==> src/rtl/queue_ctrl_7x65.sv <==
// ============================================================================
// Module      : queue_ctrl_7x65
// Description : Ready/valid FIFO controller in front of an external two-port
//               DEPTH x WIDTH RAM. It owns the pointers, occupancy and
//               handshakes. The RAM only stores data.
//               Write port: driven from the enqueue side.
//               Read port : addressed by the head pointer. The read is
//                           combinational, so read data is the dequeue payload.
// Ports       :
//   clock, reset          - single clock, synchronous active-high reset
//   io_enq_valid/ready    - enqueue handshake
//   io_enq_bits           - enqueue payload
//   io_deq_valid/ready    - dequeue handshake
//   io_deq_bits           - head payload, taken straight from ram_R0_data
//   io_count              - occupancy, 0..DEPTH
//   ram_W0_addr/en/data   - RAM write port
//   ram_R0_addr/en        - RAM read port controls
//   ram_R0_data           - RAM read data, combinational from ram_R0_addr
// Revision    : 1.0 - initial release
// ============================================================================
`timescale 1ns/1ps
`default_nettype none

module queue_ctrl_7x65 #(
  parameter int DEPTH  = 7,
  parameter int WIDTH  = 65,
  parameter int ADDR_W = 3
) (
  input  logic              clock,
  input  logic              reset,
  input  logic              io_enq_valid,
  output logic              io_enq_ready,
  input  logic [WIDTH-1:0]  io_enq_bits,
  output logic              io_deq_valid,
  input  logic              io_deq_ready,
  output logic [WIDTH-1:0]  io_deq_bits,
  output logic [ADDR_W-1:0] io_count,
  output logic [ADDR_W-1:0] ram_W0_addr,
  output logic              ram_W0_en,
  output logic [WIDTH-1:0]  ram_W0_data,
  output logic [ADDR_W-1:0] ram_R0_addr,
  output logic              ram_R0_en,
  input  logic [WIDTH-1:0]  ram_R0_data
);

  localparam logic [ADDR_W-1:0] c_LAST  = ADDR_W'(DEPTH - 1);
  localparam logic [ADDR_W-1:0] c_DEPTH = ADDR_W'(DEPTH);
  localparam logic [ADDR_W-1:0] c_ONE   = ADDR_W'(1);

  logic [ADDR_W-1:0] r_enq_ptr;
  logic [ADDR_W-1:0] r_deq_ptr;
  logic              r_maybe_full;

  logic              w_ptr_match;
  logic              w_empty;
  logic              w_full;
  logic              w_do_enq;
  logic              w_do_deq;
  logic [ADDR_W-1:0] w_enq_ptr_nxt;
  logic [ADDR_W-1:0] w_deq_ptr_nxt;
  logic [ADDR_W-1:0] w_count;

  // The status decode depends only on registered state, so ready never
  // depends combinationally on valid.
  assign w_ptr_match = (r_enq_ptr == r_deq_ptr);
  assign w_empty     = w_ptr_match & ~r_maybe_full;
  assign w_full      = w_ptr_match &  r_maybe_full;

  // Reset masks both handshakes. No write can start during reset, and no
  // stale head is presented while the pointers are being cleared.
  assign io_enq_ready = ~w_full  & ~reset;
  assign io_deq_valid = ~w_empty & ~reset;

  assign w_do_enq = io_enq_valid & io_enq_ready;
  assign w_do_deq = io_deq_valid & io_deq_ready;

  // The wrap at DEPTH-1 is explicit because DEPTH need not be a power of
  // two. Index DEPTH is never produced.
  assign w_enq_ptr_nxt = (r_enq_ptr == c_LAST) ? '0 : r_enq_ptr + c_ONE;
  assign w_deq_ptr_nxt = (r_deq_ptr == c_LAST) ? '0 : r_deq_ptr + c_ONE;

  // RAM port drive
  assign ram_W0_en   = w_do_enq;
  assign ram_W0_addr = r_enq_ptr;
  assign ram_W0_data = io_enq_bits;
  assign ram_R0_en   = io_deq_valid;
  assign ram_R0_addr = r_deq_ptr;
  assign io_deq_bits = ram_R0_data;

  // Occupancy. The wrapped case computes DEPTH + enq - deq modulo 2^ADDR_W.
  // These are the same low bits as a one-bit-wider sum followed by
  // truncation, so the extra bit is never built.
  always_comb begin
    w_count = '0;
    if (w_ptr_match) begin
      w_count = r_maybe_full ? c_DEPTH : '0;
    end else if (r_enq_ptr > r_deq_ptr) begin
      w_count = r_enq_ptr - r_deq_ptr;
    end else begin
      w_count = c_DEPTH + r_enq_ptr - r_deq_ptr;
    end
  end

  assign io_count = w_count;

  always_ff @(posedge clock) begin
    if (reset) begin
      r_enq_ptr    <= '0;
      r_deq_ptr    <= '0;
      r_maybe_full <= 1'b0;
    end else begin
      if (w_do_enq) begin
        r_enq_ptr <= w_enq_ptr_nxt;
      end
      if (w_do_deq) begin
        r_deq_ptr <= w_deq_ptr_nxt;
      end
      // maybe_full is set by an unmatched enqueue and cleared by an
      // unmatched dequeue. Balanced traffic leaves it unchanged.
      if (w_do_enq != w_do_deq) begin
        r_maybe_full <= w_do_enq;
      end
    end
  end

endmodule

`default_nettype wire

==> config.mk <==
export PLATFORM = sky130hd
export DESIGN_NAME = queue_ctrl_7x65
export DESIGN_NICKNAME = d
export VERILOG_FILES = /design/src/rtl/queue_ctrl_7x65.sv
export SDC_FILE = /design/constraint.sdc
export NUM_CORES = 1
export LEC_CHECK = 0
export ABC_AREA = 1
export CORE_AREA = 2 2 108 110
export CTS_CLUSTER_SIZE = 24
export DETAILED_ROUTE_END_ITERATION = 8
export DIE_AREA = 0 0 110 112
export GPL_ROUTABILITY_DRIVEN = 0
export PLACE_DENSITY = 0.57
export REMOVE_ABC_BUFFERS = 1
export SLEW_MARGIN = 5
export SYNTH_ARGS = -nofsm -noshare
export SYNTH_HDL_FRONTEND = slang
export SYNTH_SLANG_ARGS = --single-unit
==> constraint.sdc <==
create_clock -name clock -period 2.2 [get_ports clock]
set_input_delay 0.66 -clock clock [delete_from_list [all_inputs] [get_ports clock]]
set_output_delay 0.66 -clock clock [all_outputs]
set_load 0.03 [all_outputs]
== After elaboration in Yosys (flattened, before gate mapping) ==
Cells that the tools add are included.

* Shift-type cells: 0
* Add/sub/neg operators: 5
* $mul: 0
* $lt $le $gt $ge: 1
* Eq/ne operators: 4
* Divide/modulo/power cells: 0
* Multiplexer cells: 5
* Bitwise operators: 10
* Reduce and logical (&&, ||, !) cells: 0

{| class="wikitable"
|+ Operator list
! operator !! number
|-
| 3-bit two-way mux || 5
|-
| 3-bit by 1-bit adder with 3-bit output (second input constant) || 2
|-
| 1-bit bitwise AND || 6
|-
| 3-bit equality test (second input constant) || 2
|-
| 3-bit subtractor || 2
|-
| 1-bit inverter || 4
|-
| 3-bit adder (first input constant) || 1
|-
| 3-bit equality test || 1
|-
| 3-bit greater-than comparator || 1
|-
| 1-bit inequality test || 1
|}

* Memories: 0
* Bits in read-only memories: 0
* Word-level logic and storage cells: 28
* Register bits: 7
* Bits in latches: 0
* Input bits: 134
* Bits in writable memories: 0
* Output and inout port bits: 143

== Longest topological paths before layout ==
* Word-level depth: 6
* Mapped depth: 10
* Depth with buffers taken out: 10

== Worst setup path before layout ==
Ideal clock, no wire load.

* Kind: register to output
* Start point: reg r_deq_ptr[1] (netlist: ram_R0_addr[1])
* End point: out io_count[0]
* Required time: 1540 ps
* Slack: -541 ps
* Cell stages (with the launch flop): 7
* Path buffers: 0
* Arrival time: 2081 ps
* Cells stage by stage: dfxtp_1 inv_1 ha_1 nand3_1 nand2_1 nand2_1 o21ai_0

* Longest elaborated chain between the ends: 3
* Elaborated cells on any way between the ends: 4
* Classes of those cells: order compare (1); eq/ne (1); mux (2)

{| class="wikitable"
|+ RTL lines
! item !! RTL line !! RTL
|-
| from (decl) || 51 || <nowiki>logic [ADDR_W-1:0] r_deq_ptr;</nowiki>
|-
| from (signal assigned) || 116 || <nowiki>r_deq_ptr <= w_deq_ptr_nxt;</nowiki>
|-
| 3-bit greater-than comparator || 97 || <nowiki>end else if (r_enq_ptr > r_deq_ptr) begin</nowiki>
|-
| 3-bit two-way mux || 97 ||
|-
| 3-bit two-way mux * || 95 || <nowiki>if (w_ptr_match) begin</nowiki>
|-
| to (decl) || 37 || <nowiki>output logic [ADDR_W-1:0] io_count,</nowiki>
|}

Mark *: on every way between the ends. The rest lies on a longest branch, timed or not.

== Worst setup path after layout ==
* Start point: reg r_enq_ptr[0] (netlist: ram_W0_addr[0])
* End point: out io_count[2]

* Longest elaborated chain between the ends: 4
* Elaborated cells on any way between the ends: 7
* Classes of those cells: add/sub (3); order compare (1); eq/ne (1); mux (2)

{| class="wikitable"
|+ RTL lines
! item !! RTL line !! RTL
|-
| from (decl) || 50 || <nowiki>logic [ADDR_W-1:0] r_enq_ptr;</nowiki>
|-
| from (signal assigned) || 113 || <nowiki>r_enq_ptr <= w_enq_ptr_nxt;</nowiki>
|-
| 3-bit adder || 100 || <nowiki>w_count = c_DEPTH + r_enq_ptr - r_deq_ptr;</nowiki>
|-
| 3-bit subtractor || 100 ||
|-
| 3-bit two-way mux || 97 ||
|-
| 3-bit two-way mux * || 95 ||
|}

Marked as above.

==> metrics.md <==
| Metric | Value |
|---|---|
| Worst setup EP type | `primary output` |
| P_leak | `between 0.6 and 0.7 nW` |
| Compound-Gate Fraction of Synth Area | `3.17%` |
| XOR/XNOR Fraction of Synth Area | `under 10%` |
| Post-Synth Simple-Gate Area | `between 10% and 20%` |
| Most frequent cell after synthesis | `buf_4` |
| Syn. warnings | `0` |
| Final WL | `21500 microns` |
| Achievable Freq | `413 MHz` |
| Mapped Cells | `roughly 240` |
| Final Net Count | `between 200 and 300` |
| Min-delay src | `ram_R0_addr[1]` |
| Core area | `between 10000 and 15000 sq um` |
| Synth area leader | `buf_4` |
| Maxcap violations | `0` |
| CP max stage delay | `about 0.37 ns` |
| CP max-delay cell | `fa_2` |
| DP Wirelength | `between 20000 and 25000 microns` |
| Area grow syn2layout | `-10.8%` |
| Critical Path Most Common Cell | `nand2_1` |
| Worst VDD drop | `between 0.2 and 0.3 mV` |
| Drt initial violations | `just over 100` |
| Critical path launch point type | `register` |
| RSZ-0062 raised after global routing | `true` |
| Placed cell area | `1230 sq um` |
| R2r setup slk | `between 0.5 and 0.6 ns` |
| Synth cell types | `24` |
| # DRC | `0` |
| Drt wl/cell | `72.8 microns` |
| Yosys reg bits | `7` |
| Worst relative slew slack | `about 74%` |
| GRT Util Overall | `about a third` |
| TritonCTS clock tree | `done` |
| Num ports | `277` |
| Reg2reg end | `ram_W0_addr[0]` |
| Hold endpoint | `ram_R0_addr[1]` |
| Core Rows | `39` |
| IO Port Bufs | `16` |
| Setup ws final | `-0.220 ns` |
| Initial antenna violation count | `0` |
| Final Setup Violations | `5` |
| Critical path arrival | `~1.8 ns` |
| FF-to-FF path depth | `10` |
| First-pass detailed-route iteration total | `4` |
| H-tree Lvls | `1` |
| First-pass GRT wire length | `~24000 microns` |
| CTS Sinks | `7` |
| Fin crit share | `110%` |
| Worst path top cell family by delay | `adder cells` |
| Clock transition at the registers of the reported paths | `approximately 0.04 ns` |
| Post-route design area | `roughly 1500 sq um` |
| WP buf/inv | `2` |
| CP Cell Sequence | `inv_2 > ha_4 > fa_2 > xnor2_2 > nand3_1 > nand2_1 > nand2_1 > nand2_2 > buf_12` |
| Min Clock Period, post-route | `roughly 2.4 ns` |
| Die H | `between 100 and 150 microns` |
| Synth Area in Adders | `5.31%` |
| Final Hold Viols | `0` |
| CP Class | `register to primary output` |
| EDFF count, synth | `0` |
| Starting Density | `roughly 15%` |
| Fillcell total | `about 1300` |
| DR vias/cell | `approximately 4.8` |
| Outcome | `finished, violations left` |
| Worst slew pin tran | `0.387 ns` |
| Area share of the largest cell type after synthesis | `around three fifths` |
| Post-route ant nets | `0` |
| Share of layout cells above drive strength 1 | `between 50% and 60%` |
| Via count | `roughly 1400` |
| Seq/Total Area, Yosys | `about 8.3%` |
| Critical path required time | `~1.5 ns` |
| Die X | `about 110 microns` |
| Violated checks | `setup timing` |
| Mux cell area share after synthesis | `0%` |
| Max Root-Sink Buffers | `2` |
| Syn_area_per_cell | `7.16 sq um` |
| CP max FO | `3` |
| Min-Delay Path Class | `register to register` |
| Clock Tree Root | `clkbuf_16` |
| Clk_skew | `between 0.0015 and 0.002 ns` |
| Ys async rst share | `0%` |
| Final design utilization | `13.5%` |
| Clock Latency Late Sink | `between 0.2 and 0.25 ns` |
| Slew Viols, Final | `0` |
| Hold Path Stages | `4` |
| Largest family of logic cells by synthesized area | `buffers and inverters` |
| Post-Synthesis Cell Area | `1700 sq um` |
| Largest net degree at the start of global routing | `11` |
| Synth cell count leaders | `buf_4 (132), nand2_1 (31), inv_1 (17)` |
| Grt ovf | `0` |
| Area contributors post-synth | `buf_4 (58%), dfxtp_1 (8.3%), nand2_1 (6.9%)` |
| Pre-CTS WS | `-0.161 ns` |
| Total CTS buffers | `3` |
| Vias in the first global route | `1206` |
| Die ar. | `12300 sq um` |
| PwrDens | `approximately 690 nW/um^2` |
| FF-to-FF Start | `ram_R0_addr[2]` |
| Main synth FF type | `dfxtp_1` |
| Antenna Cells | `0` |
## logic make-up (layout without fill, tap and decap cells)
family / count (synthesis) / after routing
buffers and inverters: 156 / 71
AND/OR/NAND/NOR: 57 / 57
AO/OA/AOI/OAI: 9 / 9
flip-flops: 7 / 7
adder cells (fa/ha/maj): 6 / 6
XOR/XNOR: 2 / 2
## cell usage in the layout (no fill, tap or decap), types with 4 or more instances in the layout
master | synthesis | layout
nand3_2 | 2 | 4
nand3_1 | 8 | 5
nand4_1 | 5 | 5
inv_2 | 4 | 10
nand2_4 | 3 | 4
inv_1 | 17 | 10
buf_4 | 132 | 28
nand2_1 | 31 | 28
buf_6 | 0 | 5
ha_4 | 0 | 4
clkdlybuf4s50_1 | 0 | 8
dfxtp_2 | 0 | 4
## final cells by class
| class | count | area [sq um] | area share (%) |
|---|---|---|---|
| well taps | 143 | 179 | 11.8 |
| multi-input cells | 74 | 607 | 40.1 |
| flip-flops and latches | 7 | 149 | 9.83 |
| inverters | 22 | 85.1 | 5.62 |
| repair buffers | 45 | 415 | 27.4 |
| clock buffers | 4 | 78.8 | 5.21 |
## metrics by stage
step | instances | setup TNS (ns) | power (mW) | hold slack [ns]
after floorplan | 103 | -2.27 | 0.396 | 0.569
after global placement | 285 | -0.292 | 0.616 | 0.569
after detailed placement | 285 | -0.396 | 0.621 | 0.572
after CTS | 294 | -0.757 | 1.01 | 0.568
after global routing | 295 | -0.947 | 1.10 | 0.618
final | 295 | -0.680 | 1.05 | 0.566
## how the worst max path moves through the flow
stage,startpoint,slack [ns],depth (start not counted),end
after global routing,ram_W0_addr[0],-0.28,9,io_count[2]
after floorplan,ram_R0_addr[1],-0.61,5,io_deq_valid
final,ram_W0_addr[0],-0.22,9,io_count[2]
after global placement,ram_R0_addr[2],-0.13,8,io_count[0]
after detailed placement,ram_R0_addr[2],-0.16,8,io_count[0]
after CTS,ram_W0_addr[0],-0.20,8,io_count[1]
## power breakdown
| part | internal [mW] | switching (mW) |
|---|---|---|
| registers | 0.138 | 0.0132 |
| logic | 0.272 | 0.301 |
| clock network | 0.242 | 0.0789 |
## tightest hold or removal path, cell delays in order, from the launching register on
cell and delay, ns:
dfxtp_2 0.32, inv_2 0.08, nand2_1 0.06, clkinv_1 0.04, nor2_1 0.03
## state kept, by name, summed over array words and instances, names as in the netlist
signal        count
ram_R0_addr       3
ram_W0_addr       3
r_maybe_full      1
## metal layers
| metal | part of all wire (%) | vias to the layer above | global-route usage (%) |
|---|---|---|---|
| met2 | 46 | 347 | 54.4 |
| met4 | 14 | 6 | 37.1 |
| met1 | 9.1 | 533 | 8.23 |
| met5 | 0.76 | - | 11.3 |
| li1 | - | 428 | - |
| met3 | 30 | 90 | 49.7 |
## timing repair
action	CTS	global route
pin swaps	11	9
resized for setup	30	16
setup endpoints to repair	7	7
hold buffers	0	0
buffers inserted	5	2
(Power assumes the default switching activity.)
